File: src/rtl/sdram_burst_wr_fsm.sv
// rtl/sdram_burst_wr_fsm.sv - SDRAM burst write engine: ACT, WR (optional auto-precharge), PRE
module sdram_burst_wr_fsm #(
  parameter int ROW_W     = 13,
  parameter int COL_W     = 10,
  parameter int BA_W      = 2,
  parameter int DQ_W      = 16,
  parameter int BURST_LEN = 8,
  parameter int T_RCD     = 3,
  parameter int T_WR      = 2,
  parameter int T_RP      = 3,
  parameter int AUTO_PRE  = 1
) (
  input  logic                            clk,
  input  logic                            soft_rst_n,
  input  logic                            wr_en,
  input  logic [ROW_W-1:0]                row,
  input  logic [COL_W-1:0]                col,
  input  logic [BA_W-1:0]                 ba,
  input  logic [BURST_LEN*DQ_W-1:0]       wdata,
  input  logic [BURST_LEN*DQ_W/8-1:0]     wmask,
  output logic                            wr_ack,
  output logic                            wr_done,
  output logic                            busy,
  output logic [4+ROW_W+BA_W+1-1:0]       wr_bus,
  output logic [DQ_W-1:0]                 dq_out,
  output logic [DQ_W/8-1:0]               dqm,
  output logic                            out_en
);

  localparam int MW      = DQ_W / 8;
  localparam int M1      = (T_RCD > BURST_LEN) ? T_RCD : BURST_LEN;
  localparam int M2      = (T_WR > T_RP) ? T_WR : T_RP;
  localparam int MAX_CNT = (M1 > M2) ? M1 : M2;
  localparam int CNT_W   = $clog2(MAX_CNT + 1);

  // ACT_WAIT lasts T_RCD-1 cycles and is skipped entirely when T_RCD is 1
  localparam logic [CNT_W-1:0] RCD_END = CNT_W'((T_RCD > 1) ? T_RCD - 2 : 0);
  localparam logic [CNT_W-1:0] BL_END  = CNT_W'(BURST_LEN - 1);
  localparam logic [CNT_W-1:0] WR_END  = CNT_W'(T_WR - 1);
  localparam logic [CNT_W-1:0] RP_END  = CNT_W'(T_RP - 1);

  localparam logic [3:0] CMD_NOP = 4'b0111;
  localparam logic [3:0] CMD_ACT = 4'b0011;
  localparam logic [3:0] CMD_WR  = 4'b0100;
  localparam logic [3:0] CMD_PRE = 4'b0010;

  typedef enum logic [2:0] {
    S_IDLE,
    S_ACT_WAIT,
    S_WRITE,
    S_RECOVER,
    S_PRE_WAIT
  } state_t;

  state_t                        state, state_d;
  logic [CNT_W-1:0]              cnt, cnt_d;
  logic [3:0]                    cmd_q, cmd_d;
  logic [ROW_W-1:0]              a_q, a_d;
  logic [BA_W-1:0]               ba_q, ba_d;
  logic [COL_W-1:0]              col_q, col_d;
  logic [BURST_LEN*DQ_W-1:0]     sreg, sreg_d;
  logic [BURST_LEN*MW-1:0]       mreg, mreg_d;
  logic [DQ_W-1:0]               dq_d;
  logic [MW-1:0]                 dqm_d;
  logic                          oe_d, ack_d, done_d;
  logic [ROW_W-1:0]              wr_addr;

  assign wr_bus = {cmd_q, a_q, ba_q, 1'b1};

  always_comb begin
    state_d = state;
    cnt_d   = '0;
    cmd_d   = CMD_NOP;
    a_d     = a_q;
    ba_d    = ba_q;
    col_d   = col_q;
    sreg_d  = sreg;
    mreg_d  = mreg;
    dq_d    = '0;
    dqm_d   = '0;
    oe_d    = 1'b0;
    ack_d   = 1'b0;
    done_d  = 1'b0;

    wr_addr              = '0;
    wr_addr[COL_W-1:0]   = col_q;
    wr_addr[10]          = (AUTO_PRE != 0);

    // Each state decides the bus contents of the following cycle
    case (state)
      S_IDLE: begin
        if (wr_en) begin
          cmd_d   = CMD_ACT;
          a_d     = row;
          ba_d    = ba;
          col_d   = col;
          sreg_d  = wdata;
          mreg_d  = wmask;
          ack_d   = 1'b1;
          state_d = (T_RCD > 1) ? S_ACT_WAIT : S_WRITE;
        end
      end
      S_ACT_WAIT: begin
        if (cnt == RCD_END) state_d = S_WRITE;
      end
      S_WRITE: begin
        if (cnt == '0) begin
          cmd_d = CMD_WR;
          a_d   = wr_addr;
        end
        dq_d   = sreg[DQ_W-1:0];
        dqm_d  = mreg[MW-1:0];
        oe_d   = 1'b1;
        sreg_d = sreg >> DQ_W;
        mreg_d = mreg >> MW;
        if (cnt == BL_END) state_d = S_RECOVER;
      end
      S_RECOVER: begin
        if (cnt == WR_END) begin
          state_d = S_PRE_WAIT;
          if (AUTO_PRE == 0) begin
            cmd_d = CMD_PRE;
            a_d   = '0;
          end
        end
      end
      S_PRE_WAIT: begin
        if (cnt == RP_END) begin
          done_d  = 1'b1;
          state_d = S_IDLE;
        end
      end
      default: state_d = S_IDLE;
    endcase

    if (state_d == state && state != S_IDLE) cnt_d = cnt + CNT_W'(1);
  end

  always_ff @(posedge clk or negedge soft_rst_n) begin
    if (!soft_rst_n) begin
      state   <= S_IDLE;
      cnt     <= '0;
      cmd_q   <= CMD_NOP;
      a_q     <= '0;
      ba_q    <= '0;
      col_q   <= '0;
      sreg    <= '0;
      mreg    <= '0;
      dq_out  <= '0;
      dqm     <= '0;
      out_en  <= 1'b0;
      wr_ack  <= 1'b0;
      wr_done <= 1'b0;
      busy    <= 1'b0;
    end else begin
      state   <= state_d;
      cnt     <= cnt_d;
      cmd_q   <= cmd_d;
      a_q     <= a_d;
      ba_q    <= ba_d;
      col_q   <= col_d;
      sreg    <= sreg_d;
      mreg    <= mreg_d;
      dq_out  <= dq_d;
      dqm     <= dqm_d;
      out_en  <= oe_d;
      wr_ack  <= ack_d;
      wr_done <= done_d;
      busy    <= (state_d != S_IDLE);
    end
  end

endmodule

File: config.mk
export PLATFORM = sky130hd
export DESIGN_NAME = sdram_burst_wr_fsm
export DESIGN_NICKNAME = d
export VERILOG_FILES = /design/src/rtl/sdram_burst_wr_fsm.sv
export SDC_FILE = /design/constraint.sdc
export NUM_CORES = 1
export LEC_CHECK = 0
export CORE_MARGIN = 5
export CORE_UTILIZATION = 49
export DETAILED_ROUTE_END_ITERATION = 6
export PLACE_DENSITY_LB_ADDON = 0.08
export RECOVER_POWER = 50
export SLEW_MARGIN = 20
export SYNTH_ARGS = -nofsm -noshare
export SYNTH_HDL_FRONTEND = slang
export SYNTH_SLANG_ARGS = --single-unit
File: constraint.sdc
create_clock -name clk -period 2.86 [get_ports clk]
set_clock_uncertainty 0.2 [all_clocks]
set_input_delay 0.572 -clock clk [delete_from_list [all_inputs] [get_ports clk]]
set_output_delay 0.572 -clock clk [all_outputs]
set_load 0.05 [all_outputs]
# [After elaboration in Yosys (flattened, before gate mapping)]
# Index checks and enable logic that the tools add are counted.
[classes] mux=24 addsub=1 reduce_logical=9 eq_ne=10
[op_table] operator="$pmux W128 S2" count=1
[op_table] operator="$mux W128" count=1
[op_table] operator="$mux W16" count=2
[op_table] operator="$pmux W16 S2" count=1
[op_table] operator="$mux W13" count=2
[op_table] operator="$pmux W13 S2" count=1
[op_table] operator="$mux W3" count=6
[op_table] operator="$pmux W3 S5" count=1
[op_table] operator="$pmux W4 S2" count=1
[op_table] operator="$eq A3 B2 Y1 const B" count=2
[op_table] operator="$reduce_bool A3 Y1" count=2
[op_table] operator="$mux W1" count=5
[op_table] operator="$add A4 B1 Y4 const B" count=1
[op_table] operator="$eq A4 B1 Y1 const B" count=1
[op_table] operator="$eq A4 B2 Y1 const B" count=1
[op_table] operator="$eq A4 B3 Y1 const B" count=1
[op_table] operator="$logic_not A4 Y1" count=1
[op_table] operator="$mux W2" count=2
[op_table] operator="$mux W4" count=1
[op_table] operator="$ne A2 B2 Y1 const B" count=2
[op_table] operator="$reduce_and A2 Y1" count=2
[op_table] operator="$eq A3 B1 Y1 const B" count=1
[op_table] operator="$eq A3 B3 Y1" count=1
[op_table] operator="$eq A3 B3 Y1 const B" count=1
[op_table] operator="4 further kinds" count=4
[word_totals] output_inout_bits=42 inputBits=172 register_bits=202

# [Depth between registers and ports, before layout]
[depth] depth_word=6 depth_mapped=8 depth_no_buf=5

# [Worst setup path after synthesis]
# Ideal clock, no wire load.
[synth_timing] kind="register -> register" from="register state[2]" to="register a_q[3]" path_buffers=3 stages_incl_launch_ff=8 required_ps=2535 period_less_slack_ps=2112 setup_slack_ps=748 t_arrival_ps=1787 cell_sequence="dfrtp_1 > buf_2 > or3b_1 > buf_2 > inv_2 > buf_6 > mux2_2 > mux2_2"
[synth_via] elab_chain_cells=3
[synth_lines] item="from (decl)" line_no="55" rtl="state_t state, state_d;"
[synth_lines] item="from (signal assigned)" line_no="156" rtl="state <= state_d;"
[synth_lines] item="$eq A3 B2 Y1 or $logic_not A3 Y1 (tied branches)" line_no="90" rtl="case (state)"
[synth_lines] item="$ne A2 B2 Y1 (no source line) or $reduce_bool A2 Y1 (tied branches)"
[synth_lines] item="$reduce_and A3 Y1 (no source line)"
[synth_lines] item="to (signal assigned)" line_no="144" rtl="a_q <= '0;"
[synth_lines] item="to (signal assigned)" line_no="159" rtl="a_q <= a_d;"
[synth_lines] item="to (decl)" line_no="58" rtl="logic [ROW_W-1:0] a_q, a_d;"
# Parallel ways exist; a longest one is shown, timed or not.
# A chain may end at the register's enable or synchronous reset.

# [Worst setup path after layout]
[layout_timing] from="register state[2]" to="register sreg[59]"
[layout_via] elab_chain_cells=3
[layout_lines] item="$eq A3 B2 Y1 or $logic_not A3 Y1 (tied branches)" line_no="90"
[layout_lines] item="$reduce_bool A2 Y1 (no source line) or $ne A2 B2 Y1 (tied branches)"
[layout_lines] item="$reduce_and A2 Y1 (no source line)"
[layout_lines] item="to (signal assigned)" line_no="162" rtl="sreg <= sreg_d;"
[layout_lines] item="to (decl)" line_no="61" rtl="logic [BURST_LEN*DQ_W-1:0] sreg, sreg_d;"
# Parallel ways exist; a longest one is shown, timed or not.

==> results.py <==
metrics = {
    "detailed_routing": {
        "drt_iter0_drc": 558,
        "drc": 0,
        "avgViaCountPerCell": 5.20,
        "antenna_left": 0,
        "drt-total-wl_mm": 21.7,
        "drt_pass1_iterations": 5,
        "vias": 7096,
        "wl_per_cell_microns": 15.9,
    },
    "finish": {
        "fin_area_sq_mm": 0.0114,
        "layout-drive-gt1-share_pct": 6.23,
        "area_growth_pct": 33.1,
        "nNetsFinal": 1304,
        "n_antenna_cell": 0,
    },
    "global_route": {
        "grt_usage_pct": 21.7,
        "antenna_found_initial": 0,
        "grt_max_degree": 177,
        "grt_pass1_wl_mm": 35.3,
        "grt_overflow": 0,
        "grt_pass1_vias": 7006,
    },
    "setup_path": {
        "cp-start-kind": "flop",
        "end_kind": "flop",
        "r2r-end": "sreg[59]",
        "rrSetupSlack_ps": 300,
        "worstSetupPathType": "flop to flop",
        "cp_max_fo": 176,
        "worstPathRequired_ps": 2930,
        "reg2reg_depth": 5,
        "r2r-start": "state[2]",
        "crit_arrival_ps": 2630,
    },
    "place": {
        "dpl_worst_slack_ps": 250,
        "port_buffers": 211,
        "globalplace.congestion": 0.863,
        "placedInstanceArea_sq_mm": 0.0109,
        "hpwl_mm": 14.7,
    },
    "cts": {
        "cts_max_level": 4,
        "clk_pin_slew_worst_paths_ps": 70,
        "cts_resized": 0,
        "clock_sinks": 200,
        "root_buffer": "clkbuf_16",
        "cts_buffer_depth": 2,
        "cts_tree": "yes",
        "numCtsBuffers": 17,
        "clk_latency_ps": 430,
    },
    "logic_synthesis": {
        "synthArstFlopShare_pct": 100,
        "yosysSeqAreaShare_pct": 58.3,
        "netlist_area_sq_mm": 0.00859,
        "ys_seq_elements": 200,
        "syn-mean-instance-area_sq_um": 9.01,
        "syn-num-nets": 1130,
        "synth_top_flop_cell": "dfrtp_1",
        "yosys_warnings": 0,
        "ys_types": 38,
        "synthCells": 954,
        "synth_edf_count": 0,
    },
    "sta": {
        "setup_slack_ps": 299,
        "hold_slack_ps": 278,
        "relSlewSlack_pct": 18.3,
        "rsz0062_at_grt": "false",
        "min_period_ps": 2560,
        "layout_worst_path_cycle_share_pct": 89.5,
        "setup_viol": 0,
        "hold_violations": 0,
        "tightest_slew_ps": 1230,
        "max_freq_ghz": 0.391,
        "final-max-slew-violation-count": 0,
        "tns_ps": 0,
    },
    "floorplanning": {
        "die-area_sq_mm": 0.0203,
        "coreArea_sq_mm": 0.0172,
        "fp-row-count": 48,
        "io_pins": 214,
        "die_h_microns": 142,
        "start_util_pct": 49.9,
        "die_x_microns": 142,
    },
    "min_path": {
        "hp-class": "flop to flop",
        "min_to": "col_q[4]",
        "holdCritStartpoint": "col_q[4]",
        "holdPathStages": 2,
    },
    "pwr": {
        "leakagePower_nw": 5.07,
        "power_per_cell_area_mw_per_mm2": 1130,
        "ir_worst_vdd_v": 0.000827,
    },
    "outcome": {
        "status": "finished, final reports clean",
    },
    "flow_run": {
        "drv_cap": 0,
    },
}
-- cell type report --
class                      count  area [sq um]
multi-input combinational    672          3220
sequential                   200          5010
fill                        1439          5800
timing repair buffer         228          2320
clock buffer                  20           447
tap                          225           282
inverter                       9          36.3
clock inverter                10           125
-- synth_stat cells, types with 2 or more instances --
cell type / instances / share of area, %
nand2_1: 326 / 14
dfrtp_1: 198 / 58
nor2_1: 129 / 5.6
a31oi_1: 126 / 9.2
clkbuf_1: 48 / 2.1
mux2_2: 20 / 2.6
a21oi_1: 18 / 1.0
and2_1: 18 / 1.3
buf_2: 17 / 0.99
inv_1: 7 / 0.31
buf_4: 5 / 0.44
ha_1: 4 / 0.58
nand3_1: 4 / 0.23
a211oi_1: 3 / 0.26
buf_6: 2 / 0.26
conb_1: 2 / 0.087
dfstp_2: 2 / 0.61
inv_2: 2 / 0.087
nor2b_1: 2 / 0.15
o21ai_0: 2 / 0.12
xnor2_1: 2 / 0.20
-- registers in the layout (all words and copies together) (netlist names), 2 cells and up --
signal and cells:
ba_q 2, mreg 16, state 3, sreg 128
cmd_q 2, cnt 4, a_q 13, col_q 10
dq_out 16, dqm 2
-- power by group --
group	internal, mW	switching, mW
logic	2.19	3.40
registers	4.27	0.766
clock network	1.31	1.03
total	7.77	5.20
-- worst max path at each step --
stage,from,endpoint,slack (ps)
after floorplan,state[2],a_q[3],750
after CTS,cmd_q[1],wr_bus[17],290
after global routing,state[2],sreg[59],150
after detailed placement,wr_en,sreg[4],250
final,state[2],sreg[59],300
after global placement,wr_en,sreg[39],300
-- cell families (layout without fill, tap and decap cells) --
kind of cell	Yosys count	after routing	share of synthesized area, %
simple gates	485	485	22.3
other cells	2	2	0.0874
buf+inv	82	267	4.22
mux	20	20	2.62
xor+xnor	3	3	0.306
flops	200	200	58.3
fa+ha+maj	4	4	0.582
compound gates	158	158	11.6
-- layout by cell type (no fill, tap or decap), drive strengths merged --
| cell | netlist | routed |
|---|---|---|
| and2 | 18 | 18 |
| xnor2 | 2 | 2 |
| nor4b | 1 | 1 |
| o311ai | 1 | 1 |
| o21ai | 2 | 2 |
| a22oi | 1 | 1 |
| conb | 2 | 2 |
| dfstp | 2 | 2 |
| nor3b | 1 | 1 |
| o31a | 1 | 1 |
| a21oi | 18 | 18 |
| nand3 | 4 | 4 |
| clkinvlp | 0 | 4 |
| ha | 4 | 4 |
| or3b | 2 | 2 |
| dfrtp | 198 | 198 |
| bufinv | 0 | 2 |
| clkdlybuf4s50 | 0 | 210 |
| dlygate4sd3 | 0 | 1 |
| buf | 25 | 14 |
| and4bb | 1 | 1 |
| clkbuf | 48 | 23 |
| o21bai | 1 | 1 |
| or3 | 1 | 1 |
| nand2 | 326 | 326 |
| xor2 | 1 | 1 |
| nor2b | 2 | 2 |
| nor2 | 129 | 129 |
| clkinv | 0 | 4 |
| a31oi | 126 | 126 |
| mux2 | 20 | 20 |
| a211oi | 3 | 3 |
| o2111ai | 1 | 1 |
| a2bb2oi | 1 | 1 |
| a211o | 1 | 1 |
| o21a | 1 | 1 |
| inv | 9 | 9 |
| a31o | 1 | 1 |
-- through the flow --
step,utilization (%),std cells,total power [mW]
finish,66.4,1364,13.0
global route,66.4,1364,14.0
CTS,66.5,1364,13.1
detailed placement,63.1,1333,10.7
global placement,63.1,1333,10.6
floorplan,-,954,9.02
-- metal layers --
metal  wire [microns]  track usage, %
met1             9780            30.3
met2            10200            34.4
met3             1380            5.17
met4              282            5.75
met5                0               0
-- worst max-delay path, stage by stage, from the launching register on --
cell and delay [ps]:
dfrtp_1 480, or3b_1 440, clkbuf_2 440, buf_12 430
nor2_1 260, a31oi_1 70
-- timing repair --
action | 4_1_cts | 5_1_grt
buffers inserted | 0 | 0
hold buffers | 1 | 0
hold endpoints to repair | 42 | 0
setup endpoints to repair | 0 | 0
Note: power is estimated with default switching activity, not from simulation.
